## src/rtl/button_ctrl.sv

```systemverilog
// Pushbutton front end: synchronises and debounces a raw pin, classifies short and long presses,
// and maintains the main_program run-enable level that gates the LED blinker.
//   short press -> toggles main_program on the debounced release
//   long press  -> forces main_program to 0 when the long threshold is reached
module button_ctrl #(
   parameter int unsigned DEBOUNCE_CYCLES = 1_000_000,
   parameter int unsigned LONG_CYCLES     = 50_000_000,
   parameter bit          BTN_ACTIVE_LOW  = 1'b1
) (
   input  logic clk,
   input  logic rst,
   input  logic btn_raw,
   output logic pressed,
   output logic press_pulse,
   output logic release_pulse,
   output logic long_pulse,
   output logic main_program
);

   typedef enum logic [2:0] {
      StIdle,
      StDebPress,
      StHeld,
      StLongHeld,
      StDebRelease
   } state_e;

   // Pin level when the button is not pressed; the synchroniser resets to it.
   localparam logic PinIdle = BTN_ACTIVE_LOW;

   localparam logic [31:0] DebLast  = 32'(DEBOUNCE_CYCLES - 1);
   localparam logic [31:0] LongLast = 32'(LONG_CYCLES - 1);
   localparam logic [31:0] CntMax   = '1;

   logic        sync1_d, sync1_q;
   logic        sync2_d, sync2_q;
   logic        btn_s;
   state_e      state_d, state_q;
   logic [31:0] cnt_d, cnt_q;
   logic        long_flag_d, long_flag_q;
   logic        pressed_d, pressed_q;
   logic        press_pulse_d, press_pulse_q;
   logic        release_pulse_d, release_pulse_q;
   logic        long_pulse_d, long_pulse_q;
   logic        main_program_d, main_program_q;

   // Two-flop synchroniser input path and polarity normalisation (btn_s = 1 means pressed).
   always_comb begin
      sync1_d = btn_raw;
      sync2_d = sync1_q;
      btn_s   = sync2_q ^ PinIdle;
   end

   // Press/release classification; every output is computed here and registered below.
   always_comb begin
      state_d         = state_q;
      long_flag_d     = long_flag_q;
      main_program_d  = main_program_q;
      press_pulse_d   = 1'b0;
      release_pulse_d = 1'b0;
      long_pulse_d    = 1'b0;

      unique case (state_q)
         StIdle: begin
            if (btn_s) begin
               state_d = StDebPress;
            end
         end
         StDebPress: begin
            // A reversal wins over the terminal count: a glitch never produces a pulse.
            if (!btn_s) begin
               state_d = StIdle;
            end else if (cnt_q == DebLast) begin
               state_d       = StHeld;
               press_pulse_d = 1'b1;
               long_flag_d   = 1'b0;
            end
         end
         StHeld: begin
            // Release wins over a long threshold hit in the same cycle.
            if (!btn_s) begin
               state_d = StDebRelease;
            end else if (cnt_q == LongLast) begin
               state_d        = StLongHeld;
               long_pulse_d   = 1'b1;
               long_flag_d    = 1'b1;
               main_program_d = 1'b0;
            end
         end
         StLongHeld: begin
            if (!btn_s) begin
               state_d = StDebRelease;
            end
         end
         StDebRelease: begin
            // Release bounce returns to the held state that was left; HELD restarts its count.
            if (btn_s) begin
               state_d = long_flag_q ? StLongHeld : StHeld;
            end else if (cnt_q == DebLast) begin
               state_d         = StIdle;
               release_pulse_d = 1'b1;
               if (!long_flag_q) begin
                  main_program_d = ~main_program_q;
               end
            end
         end
         default: begin
            state_d = StIdle;
         end
      endcase

      pressed_d = (state_d == StHeld) || (state_d == StLongHeld) || (state_d == StDebRelease);
   end

   // Dwell counter: cleared on any state change, otherwise counts up and saturates.
   always_comb begin
      if (state_d != state_q) begin
         cnt_d = '0;
      end else if (cnt_q != CntMax) begin
         cnt_d = cnt_q + 32'd1;
      end else begin
         cnt_d = cnt_q;
      end
   end

   // State, counter, synchroniser and registered outputs.
   always_ff @(posedge clk or posedge rst) begin
      if (rst) begin
         sync1_q         <= PinIdle;
         sync2_q         <= PinIdle;
         state_q         <= StIdle;
         cnt_q           <= '0;
         long_flag_q     <= 1'b0;
         pressed_q       <= 1'b0;
         press_pulse_q   <= 1'b0;
         release_pulse_q <= 1'b0;
         long_pulse_q    <= 1'b0;
         main_program_q  <= 1'b0;
      end else begin
         sync1_q         <= sync1_d;
         sync2_q         <= sync2_d;
         state_q         <= state_d;
         cnt_q           <= cnt_d;
         long_flag_q     <= long_flag_d;
         pressed_q       <= pressed_d;
         press_pulse_q   <= press_pulse_d;
         release_pulse_q <= release_pulse_d;
         long_pulse_q    <= long_pulse_d;
         main_program_q  <= main_program_d;
      end
   end

   assign pressed       = pressed_q;
   assign press_pulse   = press_pulse_q;
   assign release_pulse = release_pulse_q;
   assign long_pulse    = long_pulse_q;
   assign main_program  = main_program_q;

endmodule
```

## config.mk

```make
export PLATFORM = sky130hd
export DESIGN_NAME = button_ctrl
export DESIGN_NICKNAME = d
export VERILOG_FILES = /design/src/rtl/button_ctrl.sv
export SDC_FILE = /design/constraint.sdc
export NUM_CORES = 1
export LEC_CHECK = 0
export BUFFER_PORTS_ARGS = -buffer_cell sky130_fd_sc_hd__buf_2
export CAP_MARGIN = 20
export CORE_ASPECT_RATIO = 2
export CORE_MARGIN = 2
export CORE_UTILIZATION = 30
export CTS_CLUSTER_DIAMETER = 50
export CTS_CLUSTER_SIZE = 10
export DETAILED_ROUTE_END_ITERATION = 16
export GPL_TIMING_DRIVEN = 0
export HOLD_SLACK_MARGIN = 0.02
export MAX_ROUTING_LAYER = met4
export SLEW_MARGIN = 20
export SYNTH_ARGS = -nofsm -noshare
export SYNTH_HDL_FRONTEND = slang
export SYNTH_SLANG_ARGS = --single-unit
```

## constraint.sdc

```tcl
create_clock -name clk -period 2.6 [get_ports clk]
set_clock_uncertainty 0.1 [all_clocks]
set_input_delay 0.26 -clock clk [delete_from_list [all_inputs] [get_ports clk]]
set_output_delay 0.26 -clock clk [all_outputs]
set_load 0.01 [all_outputs]
```

=== Yosys cells after proc, flatten, opt, wreduce, memory -nomap -nowiden ===
Index checks and enable logic that the tools add are counted.

* Register bits after elaboration: 43
* Latch bits: 0
* Bits in writable memories: 0
* Memory bits (read-only): 0
* Output and inout bits: 5
* Word-level logic and storage cells: 69
* Memories: 0

* $add $sub $neg: 1
* Multipliers: 0
* Div/mod/pow operators: 0
* Order comparisons: 0
* Equality and inequality tests: 18
* Shift-type cells: 0
* Multiplexer cells: 31
* Bitwise logic cells: 1
* Reductions and logical operators: 8

{| class="wikitable"
|+ Operators by type and width
! operator !! number
|-
| $mux 32 || 2
|-
| $add 32x1->32 const B || 1
|-
| $eq 32x20->1 const B || 1
|-
| $eq 32x26->1 const B || 1
|-
| $ne 32x32->1 const B || 1
|-
| $mux 3 || 8
|-
| $mux 1 || 18
|-
| $pmux 3 s5 || 1
|-
| $ne 2x2->1 const B || 7
|-
| $eq 3x2->1 const B || 4
|-
| $eq 3x3->1 const B || 2
|-
| $reduce_and 6->1 || 1
|-
| $reduce_bool 2->1 || 3
|-
| $reduce_and 5->1 || 1
|-
| $pmux 1 s2 || 2
|-
| $eq 3x1->1 const B || 1
|-
| $logic_not 3->1 || 1
|-
| $ne 3x3->1 || 1
|-
| $logic_or 1x1->1 || 2
|-
| $not 1->1 || 1
|}

=== Longest topological paths before layout ===
Gate-level depths: netlist of run 1.

* Depth after elaboration: 7
* Depth in mapped cells: 8
* Mapped depth without buffers: 6

=== Least setup slack after synthesis of run 1 ===
No wires, ideal clock.

* Path kind: register to register
* Start: reg cnt_q[0]
* End: reg cnt_q[25]
* Library setup time: 0.133 ns
* Arrival: 1.864 ns
* Slack: 0.502 ns
* Cell stages (with the launch flop): 8
* Path buffers: 1
* Clock period less this slack: 2.098 ns
* Path through: dfrtp_1 > ha_1 > and4_2 > nand2_1 > or3_1 > a211oi_4 > buf_6 > a211oi_1

* Cells in the longest elaborated chain, start to end: 6
* Elaborated cells between the ends (all ways): 15
* Those cells by class: add/sub (1); eq/ne (4); mux (9); reduce/logical (1)

{| class="wikitable"
|+ RTL lines
! element !! line !! source
|-
| start: declaration || 39 || <nowiki>logic [31:0] cnt_d, cnt_q;</nowiki>
|-
| start signal: assignment || 143 || <nowiki>cnt_q <= cnt_d;</nowiki>
|-
| $eq 32x20->1 / $eq 32x26->1 (equally long branches) || 73, 99, 83 ||
|-
| $mux 3 (on tied branches) || 99, 73, 83 ||
|-
| $mux 3 (on tied branches) || 97, 71, 81 ||
|-
| $pmux 3 s5 || 63 || <nowiki>unique case (state_q)</nowiki>
|-
| $ne 3x3->1 || 117 || <nowiki>if (state_d != state_q) begin</nowiki>
|-
| $mux 32 / $reduce_bool 2->1 (equally long branches) || n/a ||
|}

Parallel ways exist; a longest one is shown, timed or not. The select of a mux whose other input is x is not followed.
A chain may end at the register's enable or synchronous reset.

=== Worst setup path in the final report of run 1 ===
* Start: reg cnt_q[0]
* End: reg cnt_q[15]

The elaborated chain is that of the path after synthesis.

==> metrics.txt, run 1 <==
status finished clean; Worst Setup End Kind flop; HPWL Detailed 5980 µm; fillcell total 902; CP peak stage delay 0.49 ns; Pwr Density 476 nW/µm²; Die Ht 139 µm; setup violators final 0; P_leak 0.00119 µW; I/O pin total 8; Final Total Pwr 1510 µW; Num CTS Buffers 5; initial antenna violation count 0; Post-Syn Nets 284; Req. time, crit path 2.69 ns; Max FO, Critical Path 10; Crit Path Class reg2reg; reg2reg path depth 8; area occupied by multi-input gates 1560 µm²; Yosys reg bits 43; layout cells sized above 1 20.7%; Ys Warns 0; Vias per Instance 6.19; dominant cell type by area after synthesis dfrtp_1; final worst-path cycle share 93.9%; Mapped Area 2730 µm²; global-route wire length before repair 13000 µm; syn_area_per_cell 9.76 µm²; CTS tree yes; final hold vios 0; Fmax 0.410 GHz; post-synth top area share 37.5%; Placement Rows 49; Yosys cell types 59; slowest stage cell, crit path or4_1; Critical Path Start cnt_q[0]; final non-filler cell total 402; I/O Buffers 7; CP startpoint kind flop; clk buf depth 2; gr ovfl total 0; GRT Util Overall 17.3%; area grow syn2layout 15.8%; nets 303; Total Wirelength 7940 µm; vias in the first global route 2571; Iteration-0 DRC Markers 175; Post-synth EDFFs 0; Critical Path Sink cnt_q[15]; post-route ant nets 0; worst min-delay path class reg2reg; DP Cell Count 390; Synth async-reset ratio 100%; final core occ 35.4%; die width 71.5 µm; DRT Pass-1 Iters 4; Slew Viols, Final 0; maximum VDD drop 0.000215 V; crit-path cells ha_1 > nand4_1 > buf_4 > nor3_1 > and3_1 > clkbuf_2 > or4_1 > a211oi_1; vias 2488; R2R Path Start cnt_q[0]; wire per inst 19.7 µm; Synth area leaders dfrtp_1 38%, nor3_1 4.8%, a211oi_1 4.4%, nand4_1 3.7%, xnor2_1 3.2%; headroom to the max-slew limit 68.5%; arrival time worst endpoint 2.53 ns; H-Tree Depth 2; # diodes 0; max cap viols 0; register-to-register setup slack 0.16 ns; cells after synthesis 280; number of remaining DRC errors 0; Core ar. 8950 µm²; later-pin clock latency in the skew report 0.29 ns; Initial Utilization 30.5%; ys flop type dfrtp_1; global placement routability congestion 0.859; Num Clock Sinks 43; Crit Reg-Reg Endpoint cnt_q[15]; Clock transition at path regs 0.06 ns; hold path cells 0; Final min period 2.44 ns; Worst-Margin Slew 0.473 ns; CTS Root Buffer Type clkbuf_16; sequential fraction of the synthesis area 39.5%; FF+latch area 1080 µm²; largest net degree at the start of global routing 27; DIE AREA 9940 µm²
worst min path at each step:
stage	from	to	slack, ns
5_1_grt	sync1_q	sync2_q	0.26
6_report	sync1_q	sync2_q	0.26
4_1_cts	sync1_q	sync2_q	0.26
2_1_floorplan	btn_raw	sync1_q	0.16
3_3_place_gp	sync1_q	sync2_q	0.25
3_5_place_dp	rst	state_q[1]	0.19
report_power, final:
part | leakage (µW) | switching (µW) | internal, µW | total, µW
Sequential | 0.000590 | 7.19 | 677 | 684
Clock | 0.0000868 | 274 | 478 | 752
Combinational | 0.000513 | 44.8 | 26.2 | 71.1
Total | 0.00119 | 326 | 1180 | 1510
worst max-delay path, delay by kind of cell (launching register included):
kind                     cells  cell delay [ns]
AO/OA/AOI/OAI                1             0.26
adder cells (fa/ha/maj)      1             0.26
buffers and inverters        2             0.36
flip-flops                   1             0.41
AND/OR/NAND/NOR              4             0.96
final cells by class:
class	count	share of cell area (%)
inverter	3	0.356
timing repair buffer	12	2.84
multi-input combinational	216	49.4
sequential	43	34.1
clock inverter	2	1.11
clock buffer	6	4.39
buffer	18	3.83
tap	102	4.03
state kept, by name, summed over array words and instances (netlist names):
signal         cells
long_pulse         1
cnt_q             32
state_q            3
sync2_q            1
release_pulse      1
main_program       1
sync1_q            1
press_pulse        1
long_flag_q        1
pressed            1
synth_stat cells (all sizes together) (2+ instances only):
cell / count
dfrtp: 41
nor3: 26
a211oi: 21
nand4: 18
nand2: 16
nand3: 13
buf: 11
nor2: 10
o21ai: 10
o31ai: 10
or3: 10
or4: 10
xnor2: 10
and3: 9
nor4: 8
and4: 7
clkbuf: 7
xor2: 6
a21oi: 5
a31oi: 4
inv: 3
and2: 2
dfstp: 2
nand2b: 2
nor4b: 2
o2bb2ai: 2
timing repair:
action                                  in CTS  in global routing
setup buffers                                0                  2
endpoints found under the setup margin       0                 31
gates resized for setup                      0                  6
endpoints found under the hold margin       18                  0
hold buffers                                 2                  0
logic make-up (layout without fill, tap and decap cells):
family          Yosys count  after routing  synth area share, %
compound gates           60             60                 16.4
xor+xnor                 16             16                 5.13
fa+ha+maj                 1              1                0.458
buf+inv                  21             41                 4.85
flops                    43             43                 39.5
mux                       1              1                0.366
simple gates            138            138                 33.3
metrics by stage:
| step | cell area [µm²] | hold WS [ns] | worst slack (ns) | setup TNS (ns) |
|---|---|---|---|---|
| after floorplan | 2730 | 0.164 | 0.502 | 0 |
| after CTS | 3110 | 0.260 | 0.0527 | 0 |
| after global placement | 2900 | 0.246 | 0.0965 | 0 |
| after detailed placement | 2920 | 0.187 | 0.0681 | 0 |
| final | 3170 | 0.257 | 0.159 | 0 |
| after global routing | 3170 | 0.260 | -0.0369 | -0.0369 |
metal layers:
metal	track usage (%)	wire length (µm)	part of all wire [%]	vias up
met1	15.8	2630	33	1238
met4	13.8	570	7.2	0
met5	-	0	0	-
met2	30.8	4490	57	87
li1	-	-	-	1131
met3	2.25	250	3.1	32
cells in the final DEF (no fill, tap or decap), types with 5 or more instances in the layout:
master	synthesis	routed
buf_6	5	5
nand3_1	12	12
xor2_1	6	6
nor3_1	26	26
nor2_1	10	10
a211oi_1	16	16
a21oi_1	5	5
or4_1	9	8
and3_1	9	9
o21ai_1	5	5
dfrtp_1	41	41
nand2_1	16	16
buf_2	3	10
nand4_1	16	16
buf_4	3	5
clkbuf_16	0	5
clkbuf_1	6	6
xnor2_1	10	10
or3_1	7	7
o31ai_1	10	10
(Power assumes the default switching activity.)
==> inputs of run 2 (changes only) <==
- ABC_AREA: default -> 1
- BUFFER_PORTS_ARGS: -buffer_cell sky130_fd_sc_hd__buf_2 -> -buffer_cell sky130_fd_sc_hd__buf_4
- SLEW_MARGIN: 20 -> 10
==> metrics.txt, run 2 <==
Num CTS Buffers 5 (unchanged); syn_area_per_cell 6.95 µm² (-29%); CTS Root Buffer Type clkbuf_16; wire per inst 13.0 µm (-34%); DRT Pass-1 Iters 4 (unchanged); Flop pwr share 45.3% (about the same); nets 399 (+32%); main combinational cell family by area after synthesis simple AND/OR/NAND/NOR gates; layout cells sized above 1 12.1% (-8.5 points); postcts setup bufs 0 (unchanged); maximum VDD drop 0.000226 V (+5.0%); Pwr Density 499 nW/µm² (+4.9%); R2R Path Start cnt_q[19]; Initial Utilization 30.6% (+0.067 points); Slew Viols, Final 0 (unchanged); Clock transition at path regs 0.06 ns (about the same); GRT Util Overall 15.1% (-2.2 points); fillcell total 904 (+0.22%); Metal-1 WL 2190 µm (-17%); Core ar. 8590 µm² (-4.1%); most frequent cells in the layout 87 x nor2_1, 82 x nand2_1, 55 x inv_1; final worst slack 0.286 ns (+0.127 ns); global-route wire length before repair 11000 µm (-16%); DIE AREA 9570 µm² (-3.7%); Iteration-0 DRC Markers 197 (+13%); Post-Syn Nets 382 (+35%); met2 routed WL 3690 µm (-18%); final worst-path cycle share 89.0% (-4.9 points); most common library cell in the layout ignoring fill and taps nor2_1; reg2reg path depth 12 (+4); most common cell in the netlist nor2_1; Crit Path Class reg2reg; setup violators final 0 (unchanged); sequential fraction of the synthesis area 41.0% (+1.6 points); I/O Buffers 7 (unchanged); Critical Path Sink cnt_q[22]; H-Tree Depth 2 (unchanged); Top reg by flops cnt_q; Synth Area in Adders 0.476% (+0.018 points); Crit Reg-Reg Endpoint cnt_q[22]; HPWL Detailed 5180 µm (-13%); global placement routability congestion 0.924 (+7.6%); post-synthesis compound-gate area fraction 5.05% (-11 points); unrepaired setup endpoints after global routing no; max cap viols 0 (unchanged); gr ovfl total 0 (unchanged); Setup TNS 0 ns (unchanged); I/O pin total 8 (unchanged); area grow syn2layout 15.2%; Synth async-reset ratio 100% (unchanged); die width 70.2 µm (-1.8%); dominant cell type by area after synthesis dfrtp_1; Yosys reg bits 43 (unchanged); Max FO, Critical Path 10 (unchanged); Yosys cell types 32 (-46%); Sw Ratio 21.7% (+0.023 points); Mapped Area 2630 µm² (-3.8%); post-synth top area share 39.0% (+1.5 points); vias 2375 (-4.5%); max reg flops 32 (unchanged); synth cell count leaders 87 x nor2_1, 82 x nand2_1, 56 x inv_1; number of remaining DRC errors 0 (unchanged); cells after synthesis 378 (+35%); Critical Path Start cnt_q[19]; clk buf depth 2 (unchanged); # diodes 0 (unchanged); Vias per Instance 4.79 (-23%); headroom to the max-slew limit 67.2% (-1.3 points); Post-Synth Simple-Gate Area 39.6% (+6.2 points); mux share of post-synthesis cell area 0% (-0.37 points); Total Wirelength 6440 µm (-19%); top flop regs cnt_q x32, state_q x3; later-pin clock latency in the skew report 0.29 ns (about the same); Worst-Margin Slew 0.491 ns (+0.0184 ns); Req. time, crit path 2.68 ns (about the same); Num Clock Sinks 43 (unchanged); arrival time worst endpoint 2.40 ns (-0.13 ns); largest net degree at the start of global routing 25 (-7.4%); final hold vios 0 (unchanged); status finished clean; DR WL met3 185 µm (-26%); Ys Warns 0 (unchanged); Clk pwr share 49.1% (-0.8 points); Worst Setup End Kind flop; Placement Rows 48 (-2.0%); Pint 1180 µW (+0.29%); Fmax 0.432 GHz (+5.5%); total net switching power 328 µW (+0.42%); P_leak 0.00140 µW (+18%); post-route ant nets 0 (unchanged); register-to-register setup slack 0.29 ns (+0.13 ns); initial antenna violation count 0 (unchanged); Comb power frac 5.5% (+0.8 points); vias in the first global route 2438 (-5.2%); CP startpoint kind flop; Die Ht 136 µm (-1.9%); CTS tree yes; Final min period 2.31 ns (-0.127 ns); ys flop type dfrtp_1; highest metal used met4; pre-CTS WS 0.370 ns (+0.302 ns); Post-synth EDFFs 0 (unchanged); worst min-delay path class reg2reg; Synth area leaders dfrtp_1 39%, nor2_1 12%, nand2_1 12%, inv_1 8.0%, nand3_1 4.8%; XOR/XNOR Fraction of Synth Area 3.66% (-1.5 points)
run 2: cell count changes after synthesis, moves of 10 or more:
cell and delta:
nor2_1 +77, nand2_1 +66, inv_1 +53, nor3_1 -21, a211oi_1 -16, nand3_1 +13
o31ai_1 -10
run 2: worst max-delay path: stages, from the launching register on:
cell and delay [ns]:
dfrtp_1 0.46, nand2_2 0.08, nor2_1 0.26, nand3_1 0.11
nor2_1 0.28, nand2_1 0.15, nand2_1 0.08, nand2_1 0.04
nand2_1 0.08, nand2_1 0.05, nand2_1 0.21, buf_4 0.24
nor2_1 0.05
run 2: power groups by stage:
stage	logic (µW)	registers, µW	clock network [µW]
6_report	83.8	686	743
5_1_grt	97.5	687	782
4_1_cts	85.8	685	760
3_5_place_dp	82.7	698	0
3_3_place_gp	76.0	697	0
2_1_floorplan	56.7	696	0
run 2: cells by family (layout without fill, tap and decap cells):
logic type	Yosys count	in the layout
buffers and inverters	66	84
and+or+nand+nor	233	233
DFF	43	43
xor gates and xnor gates	11	11
adders and majority gates	1	1
AOI/OAI and AO/OA	24	24
run 2: repair_timing:
item / CTS / global route
resized for setup: 0 / 0
hold buffers: 2 / 0
endpoints found under the hold margin: 20 / 0
run 2: worst min-delay path by stage:
stage | from | endpoint | slack (ns) | cells past startpoint
global route | sync1_q | sync2_q | 0.26 | 0
detailed placement | rst | main_program | 0.22 | 2
CTS | sync1_q | sync2_q | 0.26 | 0
floorplan | btn_raw | sync1_q | 0.16 | 0
finish | sync1_q | sync2_q | 0.26 | 0
global placement | sync1_q | sync2_q | 0.25 | 0
run 2: area by class of cell:
type                    instances  area, µm²  area share (%)
plain buffers                   6       43.8            1.45
clock buffers                   6        139            4.59
clock inverters                 2       35.0            1.16
inverters                      60        225            7.44
multi-input cells             269       1280            42.3
flip-flops and latches         43       1080            35.6
well taps                     100        125            4.13
repair buffers                 10        100            3.31
run 2: layer usage:
metal / global-route usage, % / up-vias
li1: - / 1201
met1: 12.9 / 1094
met2: 29.2 / 53
met3: 2.15 / 27
met4: 10.6 / 0
met5: - / -
run 2: through the flow:
step / total power (µW) / util, % / hold WS [ns] / instance area [µm²] / std cells
2_1_floorplan: 753 / - / 0.164 / 2630 / 378
3_3_place_gp: 773 / 32.7 / 0.245 / 2810 / 485
3_5_place_dp: 781 / 33.0 / 0.225 / 2830 / 486
4_1_cts: 1530 / 35.3 / 0.258 / 3030 / 496
5_1_grt: 1570 / 35.3 / 0.260 / 3030 / 496
6_report: 1510 / 35.3 / 0.258 / 3030 / 496
